**config.mk**
```make
export PLATFORM = sky130hd
export DESIGN_NAME = bcd_display_ctrl
export DESIGN_NICKNAME = d
export VERILOG_FILES = /design/src/rtl/bcd_display_ctrl_pkg.sv /design/src/rtl/bcd_display_ctrl_seg7_decode.sv /design/src/rtl/bcd_display_ctrl.sv
export SDC_FILE = /design/constraint.sdc
export NUM_CORES = 1
export LEC_CHECK = 0
export CAP_MARGIN = 10
export CORE_MARGIN = 5
export CORE_UTILIZATION = 35
export CTS_CLUSTER_DIAMETER = 60
export CTS_CLUSTER_SIZE = 16
export DETAILED_ROUTE_END_ITERATION = 12
export GPL_TIMING_DRIVEN = 0
export PLACE_DENSITY = 0.58
export SLEW_MARGIN = 10
export SYNTH_ARGS = -nofsm -noshare
export SYNTH_HDL_FRONTEND = slang
export SYNTH_SLANG_ARGS = --single-unit
```
**constraint.sdc**
```tcl
create_clock -name clk -period 7.3 [get_ports clk]
set_clock_uncertainty 0.05 [all_clocks]
set_input_delay 1.46 -clock clk [delete_from_list [all_inputs] [get_ports clk]]
set_output_delay 1.46 -clock clk [all_outputs]
set_load 0.02 [all_outputs]
```
**src/rtl/bcd_display_ctrl_pkg.sv**
```systemverilog
// Shared constants for the BCD display controller: FSM encoding, digit geometry, glyphs.
// Pure declarations; no latency or backpressure of its own.
package bcd_display_ctrl_pkg;

    localparam int NUM_DIGITS = 5;
    localparam int DIG_IDX_W  = 3;
    localparam int BCD_W      = NUM_DIGITS * 4;

    typedef logic [3:0]            bcd_digit_t;
    typedef logic [BCD_W-1:0]      bcd_word_t;
    typedef logic [DIG_IDX_W-1:0]  dig_idx_t;
    typedef logic [NUM_DIGITS-1:0] an_t;

    localparam logic [1:0] ST_WAIT = 2'd0;
    localparam logic [1:0] ST_REQ  = 2'd1;
    localparam logic [1:0] ST_REL  = 2'd2;

    // Active-low segments ordered {g,f,e,d,c,b,a}
    localparam logic [6:0] SEG_0    = 7'b1000000;
    localparam logic [6:0] SEG_1    = 7'b1111001;
    localparam logic [6:0] SEG_2    = 7'b0100100;
    localparam logic [6:0] SEG_3    = 7'b0110000;
    localparam logic [6:0] SEG_4    = 7'b0011001;
    localparam logic [6:0] SEG_5    = 7'b0010010;
    localparam logic [6:0] SEG_6    = 7'b0000010;
    localparam logic [6:0] SEG_7    = 7'b1111000;
    localparam logic [6:0] SEG_8    = 7'b0000000;
    localparam logic [6:0] SEG_9    = 7'b0010000;
    localparam logic [6:0] SEG_DASH = 7'b0111111;
    localparam logic [6:0] SEG_OFF  = 7'b1111111;

    localparam an_t AN_OFF = '1;

    function automatic an_t digit_enable(input dig_idx_t idx);
        return ~(an_t'(1) << idx);
    endfunction

endpackage

```
**src/rtl/bcd_display_ctrl_seg7_decode.sv**
```systemverilog
// BCD nibble to active-low seven-segment glyph; non-decimal nibbles show '-'.
// Purely combinational, zero latency, no flow control.
module seg7_decode
    import bcd_display_ctrl_pkg::*;
(
    input  logic [3:0] bcd,
    output logic [6:0] seg
);

    always_comb begin
        seg = SEG_DASH;
        case (bcd)
            4'd0:    seg = SEG_0;
            4'd1:    seg = SEG_1;
            4'd2:    seg = SEG_2;
            4'd3:    seg = SEG_3;
            4'd4:    seg = SEG_4;
            4'd5:    seg = SEG_5;
            4'd6:    seg = SEG_6;
            4'd7:    seg = SEG_7;
            4'd8:    seg = SEG_8;
            4'd9:    seg = SEG_9;
            default: seg = SEG_DASH;
        endcase
    end

endmodule

```
**src/rtl/bcd_display_ctrl.sv**
```systemverilog
// Periodic level handshake with a binary-to-BCD converter feeding a 5-digit multiplexed display.
// Result latched 1 cycle after bcd_done; each handshake edge is bounded by TIMEOUT, after which err sticks.
module bcd_display_ctrl
    import bcd_display_ctrl_pkg::*;
#(
    parameter int UPDATE_DIV  = 10_000_000,
    parameter int REFRESH_DIV = 100_000,
    parameter int TIMEOUT     = 1_000,
    parameter int BLANK_LZ    = 1
)(
    input  logic                  clk,
    input  logic                  rst,
    output logic                  conv_start,
    input  logic                  bcd_done,
    input  logic [BCD_W-1:0]      bcd_in,
    output logic [NUM_DIGITS-1:0] an,
    output logic [6:0]            seg,
    output logic                  err
);

    localparam int UPD_W = $clog2(UPDATE_DIV + 1);
    localparam int REF_W = $clog2(REFRESH_DIV + 1);
    localparam int TO_W  = $clog2(TIMEOUT + 1);

    localparam logic [UPD_W-1:0] UPD_LAST = UPD_W'(UPDATE_DIV - 1);
    localparam logic [REF_W-1:0] REF_LAST = REF_W'(REFRESH_DIV - 1);
    localparam logic [TO_W-1:0]  TO_LAST  = TO_W'(TIMEOUT - 1);

    logic [1:0]       state;
    logic [UPD_W-1:0] wait_cnt;
    logic [TO_W-1:0]  to_cnt;
    bcd_word_t        disp;

    logic [REF_W-1:0]      ref_cnt;
    dig_idx_t              idx;
    logic [NUM_DIGITS-1:0] blank;
    logic                  hi_zero;
    bcd_digit_t            sel_nib;
    logic                  sel_blank;
    logic [6:0]            dec_seg;

    // Handshake FSM: conv_start is registered alongside the state so it tracks REQ exactly.
    always_ff @(posedge clk or posedge rst) begin
        if (rst) begin
            state      <= ST_WAIT;
            wait_cnt   <= '0;
            to_cnt     <= '0;
            conv_start <= 1'b0;
            err        <= 1'b0;
            disp       <= '0;
        end else begin
            case (state)
                ST_WAIT: begin
                    if (wait_cnt == UPD_LAST) begin
                        state      <= ST_REQ;
                        conv_start <= 1'b1;
                        wait_cnt   <= '0;
                        to_cnt     <= '0;
                    end else begin
                        wait_cnt <= wait_cnt + 1'b1;
                    end
                end
                ST_REQ: begin
                    if (bcd_done) begin
                        disp       <= bcd_in;
                        state      <= ST_REL;
                        conv_start <= 1'b0;
                        to_cnt     <= '0;
                    end else if (to_cnt == TO_LAST) begin
                        err        <= 1'b1;
                        state      <= ST_WAIT;
                        conv_start <= 1'b0;
                        wait_cnt   <= '0;
                        to_cnt     <= '0;
                    end else begin
                        to_cnt <= to_cnt + 1'b1;
                    end
                end
                ST_REL: begin
                    if (!bcd_done) begin
                        state    <= ST_WAIT;
                        wait_cnt <= '0;
                        to_cnt   <= '0;
                    end else if (to_cnt == TO_LAST) begin
                        err      <= 1'b1;
                        state    <= ST_WAIT;
                        wait_cnt <= '0;
                        to_cnt   <= '0;
                    end else begin
                        to_cnt <= to_cnt + 1'b1;
                    end
                end
                default: begin
                    state      <= ST_WAIT;
                    conv_start <= 1'b0;
                    wait_cnt   <= '0;
                    to_cnt     <= '0;
                end
            endcase
        end
    end

    // A digit is blanked when it and every higher digit are zero; digit 0 always shows.
    always_comb begin
        blank   = '0;
        hi_zero = 1'b1;
        for (int i = NUM_DIGITS - 1; i >= 1; i--) begin
            hi_zero  = hi_zero && (disp[4*i +: 4] == 4'd0);
            blank[i] = hi_zero && (BLANK_LZ != 0);
        end
    end

    always_comb begin
        sel_nib   = disp[3:0];
        sel_blank = blank[0];
        case (idx)
            3'd0: begin sel_nib = disp[3:0];   sel_blank = blank[0]; end
            3'd1: begin sel_nib = disp[7:4];   sel_blank = blank[1]; end
            3'd2: begin sel_nib = disp[11:8];  sel_blank = blank[2]; end
            3'd3: begin sel_nib = disp[15:12]; sel_blank = blank[3]; end
            3'd4: begin sel_nib = disp[19:16]; sel_blank = blank[4]; end
            default: begin sel_nib = disp[3:0]; sel_blank = blank[0]; end
        endcase
    end

    seg7_decode u_seg7_decode (
        .bcd (sel_nib),
        .seg (dec_seg)
    );

    // Outputs load only at the start of a slot, so a new display value waits for the next slot.
    always_ff @(posedge clk or posedge rst) begin
        if (rst) begin
            ref_cnt <= '0;
            idx     <= '0;
            an      <= AN_OFF;
            seg     <= SEG_OFF;
        end else begin
            if (ref_cnt == '0) begin
                an  <= sel_blank ? AN_OFF : digit_enable(idx);
                seg <= dec_seg;
            end
            if (ref_cnt == REF_LAST) begin
                ref_cnt <= '0;
                idx     <= (idx == dig_idx_t'(NUM_DIGITS - 1)) ? '0 : idx + 1'b1;
            end else begin
                ref_cnt <= ref_cnt + 1'b1;
            end
        end
    end

endmodule

```
* After elaboration in Yosys (flattened, before gate mapping)
Memories as Yosys holds them, arrays and structs flattened. A register that Yosys moved wholly into a read port is not among the register bits.
Index checks and enable logic that the tools add are counted.
** Word-level totals
- ROM bits :: 112
- Bits in registers :: 83
- Output and inout port bits :: 14
- Logic and storage cells :: 71
- Bits of input ports :: 23
- Memories kept :: 1
** Memories
- (no name shown) :: words 16, bits a word 7, rd ports 1, clocked after Yosys merged registers in 1, write ports 0, line bcd_display_ctrl_seg7_decode.sv:12 : case (bcd)
** Cells by class
- Mux-type cells :: 28
- Equal/unequal tests :: 13
- Shift-type cells :: 1
- Bitwise gates (word level) :: 2
- Reductions and logical operators :: 13
- Add/sub/neg operators :: 4
** Operators by type and width (number)
- $mux W24 :: 4
- $pmux W24 S3 :: 1
- $mux W10 :: 4
- $pmux W10 S3 :: 1
- $add A24 B1 Y24 const B :: 1
- $eq A24 B24 Y1 const B :: 1
- $add A17 B1 Y17 const B :: 1
- $eq A17 B17 Y1 const B :: 1
- $logic_not A17 Y1 :: 1
- $mux W17 :: 1
- $logic_not A4 Y1 :: 4
- $pmux W4 S4 :: 1
- $add A10 B1 Y10 const B :: 1
- $eq A10 B10 Y1 const B :: 1
- $mux W2 :: 4
- $eq A3 B2 Y1 const B :: 2
- $mux W1 :: 6
- $ne A2 B2 Y1 const B :: 3
- $pmux W2 S3 :: 1
- $reduce_and A3 Y1 :: 2
- $mux W5 :: 1
- $not A5 Y5 :: 1
- $shl A1 B3 Y5 const A :: 1
- $pmux W1 S4 :: 1
- other kinds (14) :: 16

* Longest topological paths before layout
Gate-level depths: netlist of run 1.
- Depth after elaboration :: 6
- Gate-level depth with buffers :: 11
- Mapped depth without buffers :: 10

* By module
From an unflattened synthesis of run 1, not the netlist that was laid out.
** Unflattened totals
- Cell total of the unflattened synthesis :: 559
- Area, all modules :: 5092.4 um^2
** By module, submodules not included
- bcd_display_ctrl :: times used 1, area each 4868.4 um^2, sequential area each 2267.2 um^2, cells each 528
- seg7_decode :: times used 1, area each 224.0 um^2, sequential area each 0.0 um^2, cells each 31

* Worst setup path after synthesis of run 1
Ideal clock, no wire load.
- Kind :: input to register
- Start :: input bcd_done
- End :: register wait_cnt[22]
- Required time :: 7146 ps
- Cell stages on the path :: 5
- Buffers on the path :: 0
- Data arrival time :: 2457 ps
- Slack :: 4689 ps
- Setup time :: 104 ps
- Cells stage by stage :: nand2_1 -> and2_1 -> o21ai_1 -> or4_1 -> o311ai_1
** On the way
- Word-level cells in the longest chain between the ends :: 2
- Elaborated cells between the ends (all ways) :: 3
- Those cells by class :: 1 x eq/ne; 2 x mux
** Ends and longest elaborated chain
- from (decl) :: line bcd_display_ctrl.sv:14 : input logic bcd_done,
- $mux W24 :: line bcd_display_ctrl.sv:80 : if (!bcd_done) begin
- $pmux W24 S3 :: line bcd_display_ctrl.sv:52 : case (state)
- to (signal assigned) :: line bcd_display_ctrl.sv:60 : wait_cnt <= wait_cnt + 1'b1;
- to (decl) :: line bcd_display_ctrl.sv:30 : logic [UPD_W-1:0] wait_cnt;
Several ways; a longest one is shown, not always the timed one.
A chain may end at the register's enable or synchronous reset.

* Worst setup path after layout of run 1
- Start :: input bcd_done
- End :: register wait_cnt[21]
Same word-level chain as after synthesis.

==> results of run 1 <==
-- through the flow --
| step | util, % | setup WS [ns] | power [W] | hold slack [ns] | area, µm² |
|---|---|---|---|---|---|
| 4_1_cts | 42.8 | 3.91 | 0.00161 | 0.419 | 5710 |
| 2_1_floorplan | - | 3.47 | 0.000999 | 0.390 | 4810 |
| 5_1_grt | 42.8 | 3.74 | 0.00171 | 0.458 | 5710 |
| 6_report | 42.8 | 3.89 | 0.00159 | 0.414 | 5710 |
| 3_3_place_gp | 40.4 | 1.92 | 0.00113 | 0.403 | 5390 |
| 3_5_place_dp | 40.6 | 3.55 | 0.00115 | 0.409 | 5420 |
-- area by class of cell --
type / count / area (µm²) / share of cell area [%]
clock inverters: 7 / 62.6 / 1.10
multi-input cells: 419 / 2410 / 42.2
clock buffers: 9 / 225 / 3.95
plain buffers: 18 / 76.3 / 1.34
well taps: 176 / 220 / 3.86
inverters: 16 / 62.6 / 1.10
repair buffers: 37 / 388 / 6.80
flip-flops and latches: 90 / 2270 / 39.7
-- cell families (layout without fill, tap and decap cells) --
group,Yosys count,after routing,share of synthesized area (%)
buffers and inverters,34,87,2.84
XOR/XNOR,18,18,3.28
AO/OA/AOI/OAI,123,123,15.8
adder cells (fa/ha/maj),16,16,4.16
flip-flops,90,90,47.1
AND/OR/NAND/NOR,253,253,24.7
multiplexers,9,9,2.11
-- final timing paths --
check / slack [ns] / start / depth (start not counted) / end
max in group asynchronous: 5.04 / rst / 3 / an[0]$_DFFE_PP1N_
min reg2reg: 0.41 / seg[5]$_DFFE_PP1N_ / 2 / seg[5]$_DFFE_PP1N_
max reg2reg: 4.47 / idx[1]$_DFFE_PP0N_ / 10 / seg[4]$_DFFE_PP1N_
max: 3.89 / bcd_done / 7 / wait_cnt[21]$_DFFE_PP0N_
min: 0.41 / seg[5]$_DFFE_PP1N_ / 2 / seg[5]$_DFFE_PP1N_
min in group asynchronous: 1.46 / rst / 2 / ref_cnt[13]$_DFF_PP0_
-- cells in the final DEF (no fill, tap or decap), types with 7 or more instances in the layout --
master,Yosys,routed
and3_1,14,14
dfstp_2,12,12
o21ai_0,28,28
dfrtp_1,78,78
ha_1,16,16
inv_1,14,13
clkdlybuf4s50_1,0,36
clkbuf_16,0,9
nand3_1,21,21
nor3_1,12,12
nand4_1,8,8
clkbuf_1,12,12
xor2_1,7,7
nor2_1,46,46
o21ai_1,30,30
a21oi_1,22,22
nand2_1,116,116
xnor2_1,11,11
-- critical path: cells and delay by family --
kind            cells  cell delay [ns]
compound gates      2             0.46
buf+inv             1             0.50
simple gates        4             1.19
-- registers in the layout, summed over array words and instances (netlist names) --
register,cells
wait_cnt,24
seg,7
state,2
ref_cnt,17
err,1
disp,20
conv_start,1
an,5
idx,3
to_cnt,10
-- routing by layer --
| layer | track usage [%] | up-vias | part of all wire [%] |
|---|---|---|---|
| li1 | - | 2016 | - |
| met1 | 18.5 | 1952 | 47 |
| met2 | 23.9 | 73 | 48 |
| met3 | 3.55 | 14 | 3.4 |
| met4 | 5.17 | 0 | 1.7 |
| met5 | 0 | - | 0 |
-- power groups by stage --
stage / clock (W) / sequential, W / combinational [W]
global placement: 0 / 0.000657 / 0.000476
finish: 0.000454 / 0.000652 / 0.000487
detailed placement: 0 / 0.000661 / 0.000486
CTS: 0.000466 / 0.000651 / 0.000489
floorplan: 0 / 0.000641 / 0.000358
global route: 0.000490 / 0.000664 / 0.000556
==> impl_metrics.tcl, run 1 <==
set metrics [dict create \
    outcome "complete, no violations" \
    dp_cells 756 \
    clock_path_buffers 2 \
    synth_seq_area_share_pct 47.1 \
    cp_slowest_cell "clkdlybuf4s50_1" \
    place_hpwl_um 7950 \
    power_frac_clock_pct 28.5 \
    cp-end-kind "flop" \
    tightest_slew_ns 0.633 \
    synth_area_per_cell_um2 8.86 \
    arrival_ns 3.61 \
    p_sw_share_pct 37.4 \
    grt_max_degree 53 \
    areaGrowthSynthToFinish_pct 18.7 \
    syn_area_mm2 0.00481 \
    grt_remaining_overflow 0 \
    p_per_area_mw_per_mm2 279 \
    die_width_um 127 \
    dr.pass1.iters 5 \
    crit_type "primary input to flop" \
    wl_per_cell_um 14.1 \
    initialDrtViolationCount 215 \
    antenna_found_initial 0 \
    die_height_um 127 \
    synthTopCellsByArea "dfrtp_1 41%, nand2_1 9.1%, dfstp_2 6.6%" \
    power.net_switching_w 0.000596 \
    pwr-share-seq_pct 40.9 \
    synth_edf_count 0 \
    clock-sinks 90 \
    setup_viol 0 \
    final.period_utilization_pct 46.7 \
    peakVddDrop_mv 0.162 \
    setup.worst_path.start_class "primary input" \
    async_reset_ff_share_pct 100 \
    min_period_ns 3.41 \
    synth.top_cell.area_share_pct 40.6 \
    cap_violations 0 \
    max_freq_mhz 293 \
    die-area_mm2 0.0162 \
    yosys_warnings 0 \
    ys.flop_type "dfrtp_1" \
    vias 4055 \
    cp_slowest_stage_delay_ns 0.50 \
    nFillCells 1381 \
    fin_nets 630 \
    cts_made_buffers 9 \
    core_area_mm2 0.0133 \
    rsz0062_at_grt "false" \
    hold_path.class "flop to flop" \
    crit_chain "clkdlybuf4s50_1, nand2_1, and2_1, o21ai_1, nor2_1, nand3_1, o31ai_1" \
    p_leak_nw 2.44 \
    ys_types 64 \
    max-slew-margin-rel_pct 57.5 \
    final_cell_count_no_fill 772 \
    diodes 0 \
    htree_levels 3 \
    drt_wl_total_um 10900 \
    grt_pass1_vias 4014 \
    place.gp.congestion 0.878 \
    ys_ff_latch 90 \
    synth_commonest_cells "116 x nand2_1, 78 x dfrtp_1, 46 x nor2_1" \
    pin_count 37 \
    cts_resized 0 \
    drc 0 \
    start_util_pct 36.0 \
    viasPerCell 5.25 \
    yosys.cell_count.top_type "nand2_1" \
    hold_buffers 0 \
    clock_latency_ns 0.35 \
    maxSlewViolCount 0 \
    postSynthCellCount 543 \
    num_rows 42 \
    cts_setup_buffers 0 \
    report.final.hold_viol_count 0 \
    cp.required_ns 7.50 \
    power_frac_comb_pct 30.6 \
    tns_ns 0 \
    yosys.area.top_type "dfrtp_1" \
    clk_pin_slew_ns 0.07 \
    root_buffer "clkbuf_16" \
    ant_nets 0 \
    layout-drive-gt1-share_pct 8.39 \
    cp_max_fo 7 \
    grtUsageTotal_pct 14.5 \
    cts_tree "built" \
    portBuffers 36 \
    grt_pass1_wl_um 19200 \
    p_int_w 0.000998 \
    synth_nets 582 \
]
Power figures use the tool's default switching activity.
==> run 2, diff against run 1 <==
==> constraint.sdc (replaced) <==
create_clock -name clk -period 3.34 [get_ports clk]
set_clock_uncertainty 0.05 [all_clocks]
set_input_delay 0.668 -clock clk [delete_from_list [all_inputs] [get_ports clk]]
set_output_delay 0.668 -clock clk [all_outputs]
set_load 0.02 [all_outputs]
==> results of run 2 <==
Same layout as run 1 (identical final DEF). Status: complete, no violations.
Among the figures that moved: setup slack after placement 3.55 ns -> 0.380 ns; setup slack after layout 3.89 ns -> 0.506 ns; start point of the critical path bcd_done -> idx[1]$_DFFE_PP0N_; end point of the critical path wait_cnt[21]$_DFFE_PP0N_ -> seg[4]$_DFFE_PP1N_; register-to-register setup slack 4.47 ns -> 0.51 ns; total power 0.00159 W -> 0.00348 W; worst IR drop on VDD 0.162 mV -> 0.354 mV
==> run 3, diff against run 2 <==
--- a/config.mk
+++ b/config.mk
@@ -12,7 +12,7 @@
 export CTS_CLUSTER_SIZE = 16
 export DETAILED_ROUTE_END_ITERATION = 12
 export GPL_TIMING_DRIVEN = 0
-export PLACE_DENSITY = 0.58
+export PLACE_DENSITY = 0.6
 export SLEW_MARGIN = 10
 export SYNTH_ARGS = -nofsm -noshare
 export SYNTH_HDL_FRONTEND = slang
==> constraint.sdc (replaced) <==
create_clock -name clk -period 2.4 [get_ports clk]
set_clock_uncertainty 0.05 [all_clocks]
set_input_delay 0.48 -clock clk [delete_from_list [all_inputs] [get_ports clk]]
set_output_delay 0.48 -clock clk [all_outputs]
set_load 0.02 [all_outputs]
==> impl_metrics.tcl, run 3 (synthesis results as in run 1) <==
set metrics [dict create \
    rsz0062_at_grt "true" \
    cp_max_fo 6 \
    grt_remaining_overflow 0 \
    setup_viol 5 \
    clk_pin_slew_ns 0.06 \
    hold_buffers 0 \
    utilization_pct 44.9 \
    worstRegToRegCells 9 \
    cp_slowest_cell "or4_4" \
    report.final.hold_viol_count 0 \
    grt_pass1_vias 4060 \
    num_rows 42 \
    diodes 0 \
    p_total_w 0.00510 \
    crit_chain "inv_2, ha_4, or4_4, o21ai_4, mux2i_4, ha_2, nand2_1, o21ai_1, mux2_2" \
    register_area_mm2 0.00227 \
    drc 0 \
    layout_commonest_cell "nand2_1" \
    crit_type "flop to flop" \
    cp_top_family "simple AND/OR/NAND/NOR gates" \
    nFillCells 1285 \
    maxSlewViolCount 0 \
    cts_tree "built" \
    pin_count 37 \
    clock_latency_ns 0.34 \
    wl_per_cell_um 14.3 \
    min_period_ns 2.46 \
    place.gp.congestion 0.874 \
    multi_input_area_mm2 0.00255 \
    setup.worst_path.start_class "flop" \
    portBuffers 36 \
    areaGrowthSynthToFinish_pct 24.5 \
    hold_path_depth 1 \
    top_regs "wait_cnt x24, disp x20, ref_cnt x17" \
    initialDrtViolationCount 265 \
    largest_register_ffs 24 \
    layout-drive-gt1-share_pct 14.4 \
    clock_path_buffers 2 \
    max_freq_mhz 407 \
    path_depth 9 \
    hold_path.class "flop to flop" \
    cts_made_buffers 9 \
    ant_nets 0 \
    clock-sinks 90 \
    violations "setup timing" \
    tightest_slew_ns 0.563 \
    final_cell_count_no_fill 785 \
    arrival_ns 2.70 \
    dr.pass1.iters 4 \
    cap_violations 0 \
    die-area_mm2 0.0162 \
    cp-end-kind "flop" \
    fin_nets 643 \
    die_width_um 127 \
    peakVddDrop_mv 0.628 \
    antenna_found_initial 0 \
    cp.required_ns 2.64 \
    regMostFlops "wait_cnt" \
    final.period_utilization_pct 102 \
    grtUsageTotal_pct 14.4 \
    start_util_pct 36.0 \
    vias 4107 \
    p_leak_nw 2.55 \
    setup_slack_ns -0.0582 \
    die_height_um 127 \
    most-common-layout-cells "115 x nand2_1, 77 x dfrtp_1, 43 x nor2_1" \
    dp_cells 757 \
    worst-path-buf-inv 1 \
    grt_max_degree 34 \
    grt_pass1_wl_um 19100 \
    place_hpwl_um 8020 \
    htree_levels 3 \
    core_area_mm2 0.0133 \
    root_buffer "clkbuf_16" \
    drt_wl_total_um 11200 \
    outcome "complete, but fails checks" \
    viasPerCell 5.23 \
    p_per_area_mw_per_mm2 851 \
    max-slew-margin-rel_pct 62.4 \
    cp_slowest_stage_delay_ns 0.54 \
]
-- run 3: worst paths after layout --
kind | from | endpoint | slack (ns)
min in group asynchronous | rst | ref_cnt[9]$_DFF_PP0_ | 0.49
worst max register to register | idx[1]$_DFFE_PP0N_ | seg[2]$_DFFE_PP1N_ | -0.06
worst min register to register | wait_cnt[23]$_DFFE_PP0N_ | wait_cnt[23]$_DFFE_PP0N_ | 0.43
worst min-delay path | wait_cnt[23]$_DFFE_PP0N_ | wait_cnt[23]$_DFFE_PP0N_ | 0.43
worst max-delay path | idx[1]$_DFFE_PP0N_ | seg[2]$_DFFE_PP1N_ | -0.06
max in group asynchronous | rst | idx[0]$_DFFE_PP0N_ | 1.02
-- run 3: worst reg2reg max path: stages (launching register included) --
cell and delay (ns):
dfrtp_1 0.38, inv_2 0.07, ha_4 0.16, or4_4 0.54
o21ai_4 0.16, mux2i_4 0.40, ha_2 0.27, nand2_1 0.06
o21ai_1 0.15, mux2_2 0.16
-- run 3: stage by stage --
step | hold slack [ns] | area, µm² | setup TNS [ns] | setup slack, ns
after floorplan | 0.390 | 4830 | -0.00957 | -0.00957
after global placement | 0.402 | 5410 | -14.33 | -0.288
after detailed placement | 0.411 | 5450 | -3.74 | -0.312
after CTS | 0.420 | 5870 | -0.267 | -0.0751
after global routing | 0.451 | 5990 | -0.885 | -0.182
final | 0.431 | 5990 | -0.205 | -0.0582
-- run 3: area by class of cell --
type	instances	share of cell area [%]
plain buffers	17	1.21
clock buffers	11	4.22
clock inverters	5	0.878
inverters	16	1.09
multi-input cells	419	42.7
flip-flops and latches	90	37.9
well taps	176	3.68
repair buffers	51	8.38
-- run 3: what timing repair did --
item	CTS	global route
pin swaps	5	7
gates resized for setup	14	16
setup endpoints to repair	9	42
cloned	0	0
setup buffers	7	6
hold endpoints to repair	0	0
-- run 3: power breakdown --
part / switching (W) / internal [W] / leakage (nW)
Combinational: 0.000998 / 0.000676 / 1.23
Sequential: 0.000232 / 0.00176 / 1.16
Clock: 0.000571 / 0.000857 / 0.151
Total: 0.00180 / 0.00330 / 2.55
-- run 3: layer usage --
layer | GRT usage (%) | vias to the layer above | wire [µm]
met5 | 0 | - | 0
met4 | 4.86 | 0 | 135
met3 | 4.17 | 12 | 428
met2 | 23.7 | 59 | 5590
met1 | 18.3 | 1988 | 5050
li1 | - | 2048 | -
